$ cat config.mk
export PLATFORM = sky130hd
export DESIGN_NAME = tdm_demux_flat
export DESIGN_NICKNAME = d
export VERILOG_FILES = /design/src/rtl/tdm_demux_if.sv /design/src/rtl/tdm_demux.sv /design/src/flat_wrapper.sv
export SDC_FILE = /design/constraint.sdc
export NUM_CORES = 1
export LEC_CHECK = 0
export CAP_MARGIN = 25
export CORE_MARGIN = 4
export CORE_UTILIZATION = 54
export DETAILED_ROUTE_END_ITERATION = 16
export PLACE_DENSITY = 0.76
export SLEW_MARGIN = 20
export SYNTH_ARGS = -nofsm -noshare
export SYNTH_HDL_FRONTEND = slang
export SYNTH_SLANG_ARGS = --single-unit
$ cat constraint.sdc
create_clock -name clock -period 3.1 [get_ports clock]
set_clock_uncertainty 0.05 [all_clocks]
set_input_delay 0.93 -clock clock [delete_from_list [all_inputs] [get_ports clock]]
set_output_delay 0.93 -clock clock [all_outputs]
set_load 0.02 [all_outputs]
$ cat src/rtl/tdm_demux_if.sv
// Bundle for the 2:1 bit-interleaved TDM receive link.
// The master side drives the serial bit stream. The slave side returns the recovered words.
interface tdm_demux_if #(
    parameter int WIDTH = 8
) ();
    logic             m_in;
    logic             m_valid;
    logic             frame;
    logic [WIDTH-1:0] x_out;
    logic [WIDTH-1:0] y_out;
    logic             out_valid;
    logic             sync_err;

    modport master (
        output m_in, m_valid, frame,
        input  x_out, y_out, out_valid, sync_err
    );

    modport slave (
        input  m_in, m_valid, frame,
        output x_out, y_out, out_valid, sync_err
    );
endinterface

$ cat src/rtl/tdm_demux.sv
// Receive end of a bit-interleaved 2:1 TDM link.
// Even slots carry channel x and odd slots carry channel y, LSB first.
module tdm_demux #(
    parameter int WIDTH = 8
) (
    input  logic        clock,
    input  logic        reset,
    tdm_demux_if.slave  bus
);
    localparam int SLOTS = 2 * WIDTH;
    localparam int SW    = $clog2(SLOTS);
    localparam logic [SW-1:0] LAST_SLOT = SW'(SLOTS - 1);

    typedef enum logic {HUNT, RUN} state_t;

    state_t           state_reg, state_next;
    logic [SW-1:0]    slot_reg, slot_next, store_slot;
    logic [WIDTH-1:0] x_acc_reg, x_acc_next;
    logic [WIDTH-1:0] y_acc_reg, y_acc_next;
    logic [WIDTH-1:0] x_out_reg, y_out_reg;
    logic             done_reg, done_next;
    logic             out_valid_reg;
    logic             sync_err_reg, sync_err_next;
    logic             store_en, clear_acc;

    // A completed frame is published one edge after its last bit is stored.
    always_ff @(posedge clock) begin
        if (reset) begin
            state_reg     <= HUNT;
            slot_reg      <= '0;
            x_acc_reg     <= '0;
            y_acc_reg     <= '0;
            x_out_reg     <= '0;
            y_out_reg     <= '0;
            done_reg      <= 1'b0;
            out_valid_reg <= 1'b0;
            sync_err_reg  <= 1'b0;
        end else begin
            state_reg     <= state_next;
            slot_reg      <= slot_next;
            x_acc_reg     <= x_acc_next;
            y_acc_reg     <= y_acc_next;
            done_reg      <= done_next;
            out_valid_reg <= done_reg;
            sync_err_reg  <= sync_err_next;
            if (done_reg) begin
                x_out_reg <= x_acc_reg;
                y_out_reg <= y_acc_reg;
            end
        end
    end

    always_comb begin
        state_next = state_reg;
        slot_next  = slot_reg;
        if (bus.m_valid) begin
            case (state_reg)
                HUNT: begin
                    if (bus.frame) begin
                        state_next = RUN;
                        slot_next  = SW'(1);
                    end
                end
                RUN: begin
                    if (bus.frame) begin
                        slot_next = SW'(1);
                    end else if (slot_reg == '0) begin
                        state_next = HUNT;
                    end else if (slot_reg == LAST_SLOT) begin
                        slot_next = '0;
                    end else begin
                        slot_next = slot_reg + 1'b1;
                    end
                end
                default: state_next = HUNT;
            endcase
        end
    end

    // Any accepted frame marker restarts assembly at slot 0 and drops any partial frame.
    always_comb begin
        store_en      = 1'b0;
        clear_acc     = 1'b0;
        sync_err_next = 1'b0;
        done_next     = 1'b0;
        store_slot    = bus.frame ? '0 : slot_reg;
        if (bus.m_valid) begin
            case (state_reg)
                HUNT: begin
                    if (bus.frame) begin
                        store_en  = 1'b1;
                        clear_acc = 1'b1;
                    end
                end
                RUN: begin
                    if (bus.frame) begin
                        store_en      = 1'b1;
                        clear_acc     = 1'b1;
                        sync_err_next = (slot_reg != '0);
                    end else if (slot_reg == '0) begin
                        sync_err_next = 1'b1;
                    end else begin
                        store_en  = 1'b1;
                        done_next = (slot_reg == LAST_SLOT);
                    end
                end
                default: ;
            endcase
        end
    end

    genvar gi;
    generate
        for (gi = 0; gi < WIDTH; gi++) begin : g_bit
            assign x_acc_next[gi] = (store_en && store_slot == SW'(2 * gi))
                                    ? bus.m_in : (x_acc_reg[gi] & ~clear_acc);
            assign y_acc_next[gi] = (store_en && store_slot == SW'(2 * gi + 1))
                                    ? bus.m_in : (y_acc_reg[gi] & ~clear_acc);
        end
    endgenerate

    assign bus.x_out     = x_out_reg;
    assign bus.y_out     = y_out_reg;
    assign bus.out_valid = out_valid_reg;
    assign bus.sync_err  = sync_err_reg;
endmodule

$ cat src/flat_wrapper.sv
// flat-port wrapper written by rule: the top's interface ports become plain ports
module tdm_demux_flat 
#(
    parameter int WIDTH = 8
)
  (clock, reset, bus_m_in, bus_m_valid, bus_frame, bus_x_out, bus_y_out, bus_out_valid, bus_sync_err);
  tdm_demux_if #(.WIDTH(WIDTH)) bus_i ();
  input  logic clock;
  input  logic reset;
  input wire logic [$bits(bus_i.m_in)-1:0] bus_m_in;
  input wire logic [$bits(bus_i.m_valid)-1:0] bus_m_valid;
  input wire logic [$bits(bus_i.frame)-1:0] bus_frame;
  output wire logic [$bits(bus_i.x_out)-1:0] bus_x_out;
  output wire logic [$bits(bus_i.y_out)-1:0] bus_y_out;
  output wire logic [$bits(bus_i.out_valid)-1:0] bus_out_valid;
  output wire logic [$bits(bus_i.sync_err)-1:0] bus_sync_err;
  assign bus_i.m_in = bus_m_in;
  assign bus_i.m_valid = bus_m_valid;
  assign bus_i.frame = bus_frame;
  assign bus_x_out = bus_i.x_out;
  assign bus_y_out = bus_i.y_out;
  assign bus_out_valid = bus_i.out_valid;
  assign bus_sync_err = bus_i.sync_err;
  tdm_demux #(.WIDTH(WIDTH)) u_core (.clock(clock), .reset(reset), .bus(bus_i));
endmodule
==> flow_metrics.py <==
metrics = {
    "floorplan": {
        "placeableCoreArea_um2": 3130,
        "full_die_area_um2": 4330,
        "boundaryPins": 23,
        "initial_utilization": 0.576,
        "height_of_the_chip_um": 65.8,
        "die_x_um": 65.8,
        "row_count": 20,
    },
    "synth": {
        "instance_count_of_the_mapped_netlist": 185,
        "synth_ff_type": "sky130_fd_sc_hd__dfxtp_1",
        "synth.area.top_cells": "sky130_fd_sc_hd__dfxtp_1 (44%), sky130_fd_sc_hd__mux2i_1 (18%), sky130_fd_sc_hd__nor2_1 (3.7%), sky130_fd_sc_hd__nand2_1 (3.5%), sky130_fd_sc_hd__nand3_1 (3.1%)",
        "synth-warning-count": 0,
        "synth_top_area_share": 0.444,
        "yosys.cell_types.count": 39,
        "synth.ff_latch_count": 40,
        "ys_async_sr_fraction": 0,
        "post-synth-top-area-cell": "sky130_fd_sc_hd__dfxtp_1",
        "synth.cell_area_um2": 1800,
        "post_synthesis_net_count": 193,
        "synth.avg_cell_area_um2": 9.75,
        "synth.yosys.seq_area_share": 0.444,
        "synth_enable_flop_cells": 0,
    },
    "place": {
        "place.detailed.instances": 244,
        "place.gp.congestion": 0.822,
        "dp_hpwl_mm": 2.66,
        "place_area_um2": 2050,
        "io_buffers": 22,
    },
    "timing": {
        "number_of_setup_violations_in_the_final_report": 0,
        "hold_viol": 0,
        "tightest_slew_ns": 0.944,
        "slew_violations": 0,
        "maximum_operating_frequency_mhz": 416,
        "final_period_minus_worst_setup_slack_ns": 2.41,
        "maxSlewHeadroom": 0.370,
        "tns_ns": 0,
        "rsz0062_at_grt": "no",
        "finalCritPeriodShare": 0.776,
    },
    "finish": {
        "fraction_of_layout_instances_using_a_drive_strength_above_1": 0.115,
        "instances_no_fill": 252,
        "finalNetCount": 215,
        "areaGrowthSynthToFinish_pct": 18.1,
        "antennaDiodeCount": 0,
        "final_cell_area_um2": 2130,
        "utilization": 0.681,
    },
    "grt": {
        "pin_count_of_the_biggest_net_entering_global_routing": 19,
        "grt_use_total": 0.197,
        "busiest_layer": "met2",
        "grt_pass1_wl_mm": 6.51,
        "grt_overflow": 0,
        "antenna_found_initial": 0,
        "grtUsageMet1": 0.232,
        "vias_in_the_first_global_route": 1437,
        "use_met2": 0.329,
        "grt_util_met3": 0.0476,
    },
    "cts": {
        "hold_buffers": 0,
        "cts_sinks": 40,
        "cts_setup_buffers": 0,
        "clk_latency_ns": 0.36,
        "cts-htree-levels": 2,
        "postCtsResizedCells": 0,
        "tritoncts.num_buffers": 5,
        "clockBufferDepth": 2,
        "clk_transition_reported_paths_ns": 0.13,
        "cts_tree": "built",
        "cts-root-buf": "sky130_fd_sc_hd__clkbuf_4",
    },
    "job": {
        "timing.max_cap.violations": 0,
    },
    "detailed_routing": {
        "routedWlPerCell_um": 15.1,
        "ant_nets": 0,
        "postRouteWirelength_mm": 3.82,
        "drt_pre_antenna_iters": 4,
        "drc_markers": 0,
        "vias": 1404,
        "route.detailed.vias_per_inst": 5.57,
        "initialDrtViolationCount": 129,
    },
    "worst_setup_path": {
        "path_max_fanout": 5,
        "worstPathArrival_ns": 2.63,
        "cp_data_required_time_ns": 3.32,
        "timing.critical_path.from": "bus_frame",
        "cp-end-kind": "register",
        "timing.reg2reg.setup_slack_ns": 0.84,
        "worst-setup-path-type": "in -> reg",
        "regToRegStartpoint": "u_core.slot_reg[0]",
        "worst_reg2reg_endpoint": "u_core.slot_reg[3]",
        "r2r.worst_path.cells": 7,
        "startpoint_type": "input pin",
        "crit_path_end": "u_core.slot_reg[3]",
    },
    "status": {
        "run_status": "finished clean",
    },
    "power_and_ir_drop": {
        "powerDensity_nw_per_um2": 439,
        "peakVddDrop_mv": 0.368,
        "power_w": 0.000935,
        "p_leak_nw": 0.789,
    },
    "hold_path": {
        "holdCritPathClass": "reg -> reg",
    },
}
==> metrics by stage <==
step                      hold WS (ns)  worst slack (ns)
after floorplan                  0.384             0.610
after global placement           0.396             0.387
after detailed placement         0.403             0.326
after CTS                        0.424             0.721
after global routing             0.453             0.604
final                            0.421             0.695
==> synthesized netlist by cell type, types with 2 or more instances <==
cell type                   n
sky130_fd_sc_hd__buf_2      5
sky130_fd_sc_hd__o211ai_1   3
sky130_fd_sc_hd__nand2_1   17
sky130_fd_sc_hd__nor2b_1    2
sky130_fd_sc_hd__nor3b_1    5
sky130_fd_sc_hd__a21oi_1    4
sky130_fd_sc_hd__nor2_1    18
sky130_fd_sc_hd__dfxtp_1   40
sky130_fd_sc_hd__buf_4      4
sky130_fd_sc_hd__clkbuf_1   5
sky130_fd_sc_hd__nand2b_1   3
sky130_fd_sc_hd__nor3_1     3
sky130_fd_sc_hd__nor4b_1    2
sky130_fd_sc_hd__mux2i_1   32
sky130_fd_sc_hd__ha_1       3
sky130_fd_sc_hd__inv_1      4
sky130_fd_sc_hd__nor4b_2    2
sky130_fd_sc_hd__a31o_2     2
sky130_fd_sc_hd__nand3_1   11
==> where the power goes <==
group	internal [W]	switching, W	total, W
Sequential	0.000517	0.00000733	0.000524
Clock	0.000169	0.000176	0.000345
Combinational	0.0000276	0.0000377	0.0000653
Total	0.000714	0.000221	0.000935
==> worst max-delay path, stage by stage <==
cell	delay (ns)
sky130_fd_sc_hd__clkdlybuf4s50_1	0.47
sky130_fd_sc_hd__inv_1	0.05
sky130_fd_sc_hd__ha_1	0.24
sky130_fd_sc_hd__a21boi_0	0.53
sky130_fd_sc_hd__a21oi_1	0.12
sky130_fd_sc_hd__mux2_2	0.28
==> area by class of cell <==
type	count	area [µm²]
fillers	263	998
flip-flops and latches	40	801
clock inverters	2	35.0
repair buffers	30	280
well taps	44	55.1
clock buffers	6	41.3
inverters	4	15.0
multi-input cells	126	902
==> worst min-delay path by stage <==
stage	from	end	slack [ns]	depth (start not counted)
finish	u_core.x_acc_reg[4]	u_core.x_acc_reg[4]	0.42	2
global route	u_core.y_acc_reg[6]	u_core.y_acc_reg[6]	0.45	2
CTS	u_core.x_acc_reg[4]	u_core.x_acc_reg[4]	0.42	2
detailed placement	u_core.x_acc_reg[4]	u_core.x_acc_reg[4]	0.40	2
global placement	u_core.y_acc_reg[5]	u_core.y_acc_reg[5]	0.40	2
floorplan	u_core.x_acc_reg[4]	u_core.x_acc_reg[4]	0.38	2
==> per-layer routing <==
metal	part of all wire	vias up
met4	0.025	0
met5	0	-
li1	-	690
met1	0.45	671
met2	0.48	33
met3	0.044	10
==> cell usage in the layout, fill, tap and decap left out, drive strengths merged, types with 4 or more instances in the layout <==
master	n
dfxtp	40
mux2i	32
clkdlybuf4s50	22
nor2	18
nand2	18
nand3	11
buf	8
clkbuf	6
nor3b	5
nor4b	5
inv	4
a21oi	4
==> logic make-up after synthesis <==
kind of cell / after synthesis / synth area share
fa+ha+maj: 3 / 0.0208
mux: 33 / 0.184
simple gates: 72 / 0.225
compound gates: 18 / 0.0708
flops: 40 / 0.444
buf+inv: 19 / 0.0555
No activity file was read; power rests on OpenSTA's default activity.
